`config.mk`:
```
export PLATFORM = sky130hd
export DESIGN_NAME = node_rr_arbiter
export DESIGN_NICKNAME = d
export VERILOG_FILES = /design/src/rtl/node_rr_arbiter.sv
export SDC_FILE = /design/constraint.sdc
export NUM_CORES = 1
export LEC_CHECK = 0
export CORE_ASPECT_RATIO = 0.9
export CORE_MARGIN = 4
export CORE_UTILIZATION = 28
export CTS_CLUSTER_SIZE = 30
export DETAILED_ROUTE_END_ITERATION = 6
export SLEW_MARGIN = 0
export SYNTH_ARGS = -nofsm -noshare
export SYNTH_HDL_FRONTEND = slang
export SYNTH_SLANG_ARGS = --single-unit
export TNS_END_PERCENT = 50
```
`constraint.sdc`:
```
create_clock -name CLK -period 2.1 [get_ports CLK]
set_input_delay 0.42 -clock CLK [delete_from_list [all_inputs] [get_ports CLK]]
set_output_delay 0.42 -clock CLK [all_outputs]
set_load 0.02 [all_outputs]
```
`src/rtl/node_rr_arbiter.sv`:
```
// Round-robin arbiter that shares one ST/RD/RES/IN compute node among NREQ requesters.
// Operands are latched per requester, jobs are serialised onto the node and each result is returned to its owner.
module node_rr_arbiter #(
  parameter int NREQ = 4,
  parameter int W    = 16,
  parameter int TMO  = 15
) (
  input  logic                    CLK,
  input  logic                    RST,
  input  logic [NREQ-1:0]         ST,
  input  logic [NREQ*W-1:0]       IN,
  output logic [NREQ-1:0]         RD,
  output logic [NREQ*W-1:0]       RES,
  output logic                    C_ST,
  output logic [W-1:0]            C_IN,
  input  logic                    C_RD,
  input  logic [W-1:0]            C_RES,
  output logic [$clog2(NREQ)-1:0] GNT,
  output logic                    BUSY,
  output logic                    ERR
);

  localparam int GW = $clog2(NREQ);
  localparam int TW = $clog2(TMO + 1);

  typedef enum logic [1:0] {
    S_IDLE  = 2'd0,
    S_ISSUE = 2'd1,
    S_WAIT  = 2'd2
  } state_t;

  state_t              state_r, state_nxt_s;
  logic [NREQ-1:0]     pend_r, pend_nxt_s;
  logic [NREQ-1:0]     rd_r, rd_nxt_s;
  logic [NREQ-1:0]     st_old_r;
  logic [NREQ-1:0]     capture_s;
  logic [NREQ*W-1:0]   op_r, op_nxt_s;
  logic [NREQ*W-1:0]   res_r, res_nxt_s;
  logic                c_st_r, c_st_nxt_s;
  logic [W-1:0]        c_in_r, c_in_nxt_s;
  logic [GW-1:0]       gnt_r, gnt_nxt_s;
  logic [GW-1:0]       ptr_r, ptr_nxt_s;
  logic [GW-1:0]       ptr_inc_s;
  logic [GW-1:0]       sel_s;
  logic [GW-1:0]       scan_s;
  logic                found_s;
  logic [TW-1:0]       tcnt_r, tcnt_nxt_s;
  logic                err_r, err_nxt_s;
  logic                busy_r;

  // Round-robin pick: first pending requester at or after ptr, wrapping at NREQ.
  always_comb begin
    found_s = 1'b0;
    sel_s   = ptr_r;
    scan_s  = ptr_r;
    for (int k = 0; k < NREQ; k++) begin
      scan_s = GW'((int'(ptr_r) + k) % NREQ);
      if (!found_s && pend_r[scan_s]) begin
        found_s = 1'b1;
        sel_s   = scan_s;
      end else begin
        found_s = found_s;
      end
    end
  end

  assign ptr_inc_s = (gnt_r == GW'(NREQ - 1)) ? {GW{1'b0}} : gnt_r + 1'b1;

  // Request capture plus the job sequencer; a completing requester's own new edge is masked by pend_r.
  always_comb begin
    capture_s   = ST & ~st_old_r & ~pend_r;
    pend_nxt_s  = pend_r | capture_s;
    rd_nxt_s    = rd_r & ~capture_s;
    op_nxt_s    = op_r;
    res_nxt_s   = res_r;
    state_nxt_s = state_r;
    c_st_nxt_s  = c_st_r;
    c_in_nxt_s  = c_in_r;
    gnt_nxt_s   = gnt_r;
    ptr_nxt_s   = ptr_r;
    tcnt_nxt_s  = tcnt_r;
    err_nxt_s   = err_r;
    for (int i = 0; i < NREQ; i++) begin
      if (capture_s[i]) begin
        op_nxt_s[i*W +: W] = IN[i*W +: W];
      end else begin
        op_nxt_s[i*W +: W] = op_r[i*W +: W];
      end
    end
    case (state_r)
      S_IDLE: begin
        if (found_s) begin
          gnt_nxt_s   = sel_s;
          c_in_nxt_s  = op_r[int'(sel_s)*W +: W];
          c_st_nxt_s  = 1'b1;
          tcnt_nxt_s  = {TW{1'b0}};
          state_nxt_s = S_ISSUE;
        end else begin
          state_nxt_s = S_IDLE;
        end
      end
      S_ISSUE: begin
        if (!C_RD) begin
          state_nxt_s = S_WAIT;
          c_st_nxt_s  = 1'b0;
        end else if (tcnt_r == TW'(TMO)) begin
          state_nxt_s       = S_IDLE;
          c_st_nxt_s        = 1'b0;
          err_nxt_s         = 1'b1;
          pend_nxt_s[gnt_r] = 1'b0;
          rd_nxt_s[gnt_r]   = 1'b1;
          ptr_nxt_s         = ptr_inc_s;
        end else begin
          tcnt_nxt_s = tcnt_r + 1'b1;
        end
      end
      S_WAIT: begin
        if (C_RD) begin
          res_nxt_s[int'(gnt_r)*W +: W] = C_RES;
          pend_nxt_s[gnt_r]             = 1'b0;
          rd_nxt_s[gnt_r]               = 1'b1;
          ptr_nxt_s                     = ptr_inc_s;
          state_nxt_s                   = S_IDLE;
        end else begin
          state_nxt_s = S_WAIT;
        end
      end
      default: begin
        state_nxt_s = S_IDLE;
        c_st_nxt_s  = 1'b0;
      end
    endcase
  end

  // State and output registers; RST abandons any job in flight but still tracks ST history.
  always_ff @(posedge CLK) begin
    st_old_r <= ST;
    if (RST) begin
      state_r <= S_IDLE;
      pend_r  <= {NREQ{1'b0}};
      rd_r    <= {NREQ{1'b1}};
      op_r    <= {(NREQ*W){1'b0}};
      res_r   <= {(NREQ*W){1'b0}};
      c_st_r  <= 1'b0;
      c_in_r  <= {W{1'b0}};
      gnt_r   <= {GW{1'b0}};
      ptr_r   <= {GW{1'b0}};
      tcnt_r  <= {TW{1'b0}};
      err_r   <= 1'b0;
      busy_r  <= 1'b0;
    end else begin
      state_r <= state_nxt_s;
      pend_r  <= pend_nxt_s;
      rd_r    <= rd_nxt_s;
      op_r    <= op_nxt_s;
      res_r   <= res_nxt_s;
      c_st_r  <= c_st_nxt_s;
      c_in_r  <= c_in_nxt_s;
      gnt_r   <= gnt_nxt_s;
      ptr_r   <= ptr_nxt_s;
      tcnt_r  <= tcnt_nxt_s;
      err_r   <= err_nxt_s;
      busy_r  <= (state_nxt_s != S_IDLE);
    end
  end

  assign RD   = rd_r;
  assign RES  = res_r;
  assign C_ST = c_st_r;
  assign C_IN = c_in_r;
  assign GNT  = gnt_r;
  assign BUSY = busy_r;
  assign ERR  = err_r;

endmodule

```
## Yosys cells after proc, flatten, opt, wreduce, memory -nomap -nowiden

Cells that the tools add are included.
W data, S select, Z words.

| storage, ports and cells | value |
|---|---|
| flip-flop bits (word level) | 169 |
| input port bits | 87 |
| ROM bits | 0 |
| memories | 0 |
| latch bits | 0 |
| output and inout bits | 89 |
| memory bits (writable) | 0 |

| operators by class | value |
|---|---|
| shift operators | 3 |
| $mul | 0 |
| eq/ne operators | 10 |
| reduce and logical (&&, ||, !) cells | 17 |
| add/subtract/negate cells | 6 |
| mux-type cells | 44 |
| $lt $le $gt $ge | 6 |
| bitwise logic cells | 11 |
| divide/modulo/power cells | 0 |

Operators by type and width:

| operator | count |
|---|---|
| $bwmux W64 | 1 |
| $shift A16 B33 Y64 const A | 1 |
| $shiftx A16 B33 Y64 | 1 |
| $shiftx A64 B7 Y16 | 1 |
| $mux W4 | 9 |
| $neg A6 Y33 | 1 |
| $pmux W4 S2 | 3 |
| $mux W2 | 10 |
| $and A4 B4 Y4 | 4 |
| $not A4 Y4 | 4 |
| $lt A2 B3 Y1 const B | 5 |
| $mux W1 | 13 |
| $ne A2 B2 Y1 const B | 5 |
| $bmux W1 S2 | 4 |
| $or A4 B4 Y4 | 2 |
| $reduce_and A4 Y1 | 2 |
| $pmux W2 S3 | 1 |
| $reduce_and A3 Y1 | 2 |
| $reduce_bool A2 Y1 | 3 |
| $add A2 B1 Y2 const B | 2 |
| $add A2 B2 Y2 const B | 2 |
| $add A4 B1 Y4 const B | 1 |
| $eq A2 B2 Y1 const B | 2 |
| $eq A4 B4 Y1 const B | 1 |
| other kinds (11) | 17 |

## Depth between registers and ports, before layout

Gate-level depths: netlist (run 1).

| depth | value |
|---|---|
| depth after elaboration | 15 |
| depth in mapped cells | 9 |
| gate-level depth less buffers | 7 |

## Worst setup path before layout (run 1)

Ideal clock, no wire load.

| timing | value |
|---|---|
| kind | register to register |
| from | register gnt_r[0], in the netlist GNT[0] |
| to | register res_r[30], in the netlist RES[30] |
| cell stages (with the launch flop) | 8 |
| setup slack | -212 ps |
| data arrival time | 2247 ps |
| path buffers | 1 |
| setup time | 65 ps |
| path through | dfxtp_1 > inv_1 > ha_1 > inv_1 > nor4_1 > buf_2 > a22oi_1 > nor2_1 |

| between the ends | value |
|---|---|
| cells in the longest elaborated chain, start to end | 3 |
| elaborated cells on any way between the ends | 4 |
| classes of those cells | add/sub: 1; shift: 2; mux: 1 |

Ends and longest elaborated chain:

| what | line | text |
|---|---|---|
| start, declared | 41 | `logic [GW-1:0] gnt_r, gnt_nxt_s;` |
| start signal, assigned | 146 | `gnt_r <= {GW{1'b0}};` |
| start signal, assigned | 159 | `gnt_r <= gnt_nxt_s;` |
| $neg A6 Y33 * | 119 | `res_nxt_s[int'(gnt_r)*W +: W] = C_RES;` |
| $shiftx A16 B33 Y64 / $shift A16 B33 Y64 (equally long branches) | 119 |  |
| $bwmux W64 * | 119 |  |
| end signal, assigned | 143 | `res_r <= {(NREQ*W){1'b0}};` |
| end signal, assigned | 156 | `res_r <= res_nxt_s;` |
| end, declared | 38 | `logic [NREQ*W-1:0] res_r, res_nxt_s;` |

Mark *: on every way between the ends. The rest lies on a longest branch, timed or not.
A chain may end at the register's enable or synchronous reset.

## Worst setup path in the final report (run 1)

| timing | value |
|---|---|
| from | register gnt_r[0], in the netlist GNT[0] |
| to | output GNT[0] |

RTL lines:

| what | line | text |
|---|---|---|
| end, declared | 18 | `output logic [$clog2(NREQ)-1:0] GNT,` |

No word-level cell between the ends.

==> results of run 1 <==
-- logic make-up after synthesis --
logic type | Yosys count | synth area share [%]
AO/OA/AOI/OAI | 196 | 20.9
buffers and inverters | 74 | 4.59
adder cells (fa/ha/maj) | 12 | 2.30
multiplexers | 17 | 2.61
flip-flops | 169 | 51.9
AND/OR/NAND/NOR | 268 | 17.7
-- routing by layer --
metal / part of all wire [%] / wire length [um] / track usage (%) / vias up
li1: - / - / - / 2945
met1: 46 / 9810 / 22.1 / 2868
met2: 45 / 9600 / 24.2 / 166
met3: 7.2 / 1520 / 5.29 / 17
met4: 1.0 / 217 / 4.21 / 2
met5: 0.061 / 13 / 0 / -
-- flip-flops by register name, summed over array words and instances, names as in the netlist --
name	cells
RES	64
C_ST	1
state_r	2
C_IN	16
op_r	64
BUSY	1
ERR	1
pend_r	4
tcnt_r	4
RD	4
ptr_r	2
GNT	2
st_old_r	4
-- what timing repair did --
item                       4_1_cts  5_1_grt
resized for setup                0        1
setup endpoints to repair        0        4
buffers inserted                 0        0
-- path summary, 6_finish.rpt --
| path | slack, ps | start | end |
|---|---|---|---|
| setup / recovery | 120 | GNT[0] | GNT[0] |
| hold / removal | 360 | RST | ERR |
| setup reg to reg | 170 | pend_r[0] | C_IN[15] |
| hold reg to reg | 450 | op_r[31] | op_r[31] |
-- worst register-to-register path: cells and delay by family (launching register included) --
| family | cells | cell delay [ps] |
|---|---|---|
| AO/OA/AOI/OAI | 3 | 500 |
| buffers and inverters | 1 | 230 |
| flip-flops | 1 | 490 |
| AND/OR/NAND/NOR | 2 | 630 |
-- final cells by class --
class                           instances  area [sq um]  area share, %
Timing Repair Buffer                  212          2060           21.9
Tap cell                              297           372           3.95
Clock inverter                         14           161           1.71
Sequential cell                       169          3380           35.9
Inverter                               27           101           1.08
Multi-Input combinational cell        493          2900           30.8
Antenna cell                            1          2.50         0.0266
Clock buffer                           18           429           4.56
-- cells in the final DEF (no fill, tap or decap), types with 3 or more instances in the layout --
master / n
a22oi_1: 64
clkinv_4: 4
clkdlybuf4s50_1: 174
a21oi_1: 85
mux2i_1: 17
nor4_2: 3
nor2b_1: 3
buf_12: 3
o21ai_0: 3
nor3_1: 6
o221ai_1: 6
nand3b_1: 5
and2_1: 3
a221o_1: 4
nor3b_2: 4
or3_1: 4
buf_4: 35
a32oi_1: 16
o221ai_2: 10
dfxtp_1: 168
clkinv_8: 4
nand2b_1: 4
inv_1: 27
nand2_1: 132
clkbuf_16: 17
ha_1: 12
nand3_1: 6
nor2_1: 88
inv_8: 4
-- power breakdown --
part           switching [mW]  internal, mW  total [mW]
registers               0.110          3.36        3.47
clock network            1.48          1.60        3.07
logic                   0.794         0.616        1.41
-- cells in the mapped netlist, types with 2 or more instances --
library cell and n:
o21ai_0 3, nor2b_1 3, nor2_1 88, inv_1 27, and2_1 3, nor4_1 3, o221ai_1 6, or3_1 4
a21oi_1 86, clkbuf_1 37, dfxtp_1 169, ha_1 12, a221o_1 4, nand3b_1 5, o221ai_2 10, a22oi_1 64
nand2_1 132, buf_2 8, nand2b_1 4, nor3_1 6, mux2i_1 17, nand3_1 6, a211oi_1 2, a32oi_1 16
nor3b_1 4
-- through the flow --
stage / setup slack, ps / instances
floorplan: 82.7 / 736
global placement: 167 / 1198
detailed placement: 89.4 / 1198
CTS: 74.6 / 1230
global route: 44.4 / 1231
finish: 120 / 1231
==> results_dict.tcl, run 1 <==
set metrics [dict create \
    synth_top_area_share_pct 51.9 \
    grt_pass1_wl_um 33200 \
    cpMaxStageDelayCell "clkdlybuf4s50_1" \
    leakage_nw 3.35 \
    path_max_fanout 8 \
    setup_violations 0 \
    cts_buffer_depth 2 \
    fill_cells 2248 \
    cts_sinks 169 \
    wirelength_um 21200 \
    reg2regPathDepth 6 \
    gp_congestion 0.788 \
    wl_per_cell_um 17.2 \
    critPathTopFamily "buffers and inverters" \
    boundaryPins 176 \
    htree_levels 4 \
    drc 0 \
    final_cell_area_sq_um 9420 \
    synthCells 736 \
    fmax_ghz 0.505 \
    clk_pin_slew_ps 70 \
    hold_path.class "in -> reg" \
    rows 52 \
    end_kind "primary output" \
    synthDistinctLibCells 42 \
    worst_pin_slew_ps 739 \
    synth_top_area_cell "dfxtp_1" \
    cts_buffers 17 \
    drive_gt1_share_pct 9.97 \
    area_delta_synth_final_pct 44.4 \
    clkLatencyLatePin_ps 430 \
    cp.required_ps 1680 \
    power_mw 7.95 \
    hold_viol_final 0 \
    whs_ps 355 \
    ys.flop_type "dfxtp_1" \
    synth_fp_nets 835 \
    drtIter0Drc 395 \
    start_util_pct 28.7 \
    powerDensity_nw_per_um2 844 \
    grt_max_degree 70 \
    antenna_found_initial 2 \
    placed_area_sq_um 8820 \
    grtUsageTotal_pct 16.1 \
    fp.dieH_um 153 \
    skew_ps 13.5 \
    crit_buf_inv 2 \
    coreArea_sq_um 22700 \
    drt_pass1_iterations 6 \
    fin_util_pct 41.5 \
    cp_num_cells 2 \
    grt_pass1_vias 5931 \
    synthTopCellsByArea "dfxtp_1, nand2_1, a22oi_1, a21oi_1, nor2_1" \
    rsz0062_at_grt "false" \
    synthArstFlopShare_pct 0 \
    drv_cap 0 \
    critical_path_class "reg -> out" \
    cts_tree "done" \
    fin_crit_ps 1980 \
    synth-seq-cells 169 \
    synth_area_sq_um 6520 \
    root_buffer "clkbuf_16" \
    startpoint_type "register" \
    synth_edf_count 0 \
    setup-tns-final_ps 0 \
    die_x_um 169 \
    worstPathArrival_ps 1560 \
    maxSlewHeadroom_pct 50.7 \
    portBuffers 175 \
    cts_hold_buf 0 \
    ys_seq_area_share_pct 51.9 \
    outcome "completed" \
    avgSynthCellArea_sq_um 8.86 \
    die-area_sq_um 25800 \
    cp_slowest_stage_delay_ps 650 \
    via_per_inst 4.87 \
    vias 5998 \
    final.period_utilization_pct 94.3 \
    detail-route-antenna-nets 0 \
    nNetsFinal 1019 \
    cp_cell_sequence "buf_4 -> clkdlybuf4s50_1" \
    yosysWarnings 0 \
    hold_path_depth 2 \
    slew_violations 0 \
    gr-total-overflow 0 \
    ir_drop_mv 0.491 \
    dp.final_hpwl_um 15100 \
]
Note: power is estimated with default switching activity, not from simulation.
==> inputs of run 2 (changes only) <==
--- a/config.mk
+++ b/config.mk
@@ -8,8 +8,10 @@
 export CORE_ASPECT_RATIO = 0.9
 export CORE_MARGIN = 4
 export CORE_UTILIZATION = 28
+export CTS_CLUSTER_DIAMETER = 40
 export CTS_CLUSTER_SIZE = 30
 export DETAILED_ROUTE_END_ITERATION = 6
+export HOLD_SLACK_MARGIN = 0.08
 export SLEW_MARGIN = 0
 export SYNTH_ARGS = -nofsm -noshare
 export SYNTH_HDL_FRONTEND = slang
==> results of run 2 <==
Same layout as run 1: the final DEF is identical, and so are final timing and power.
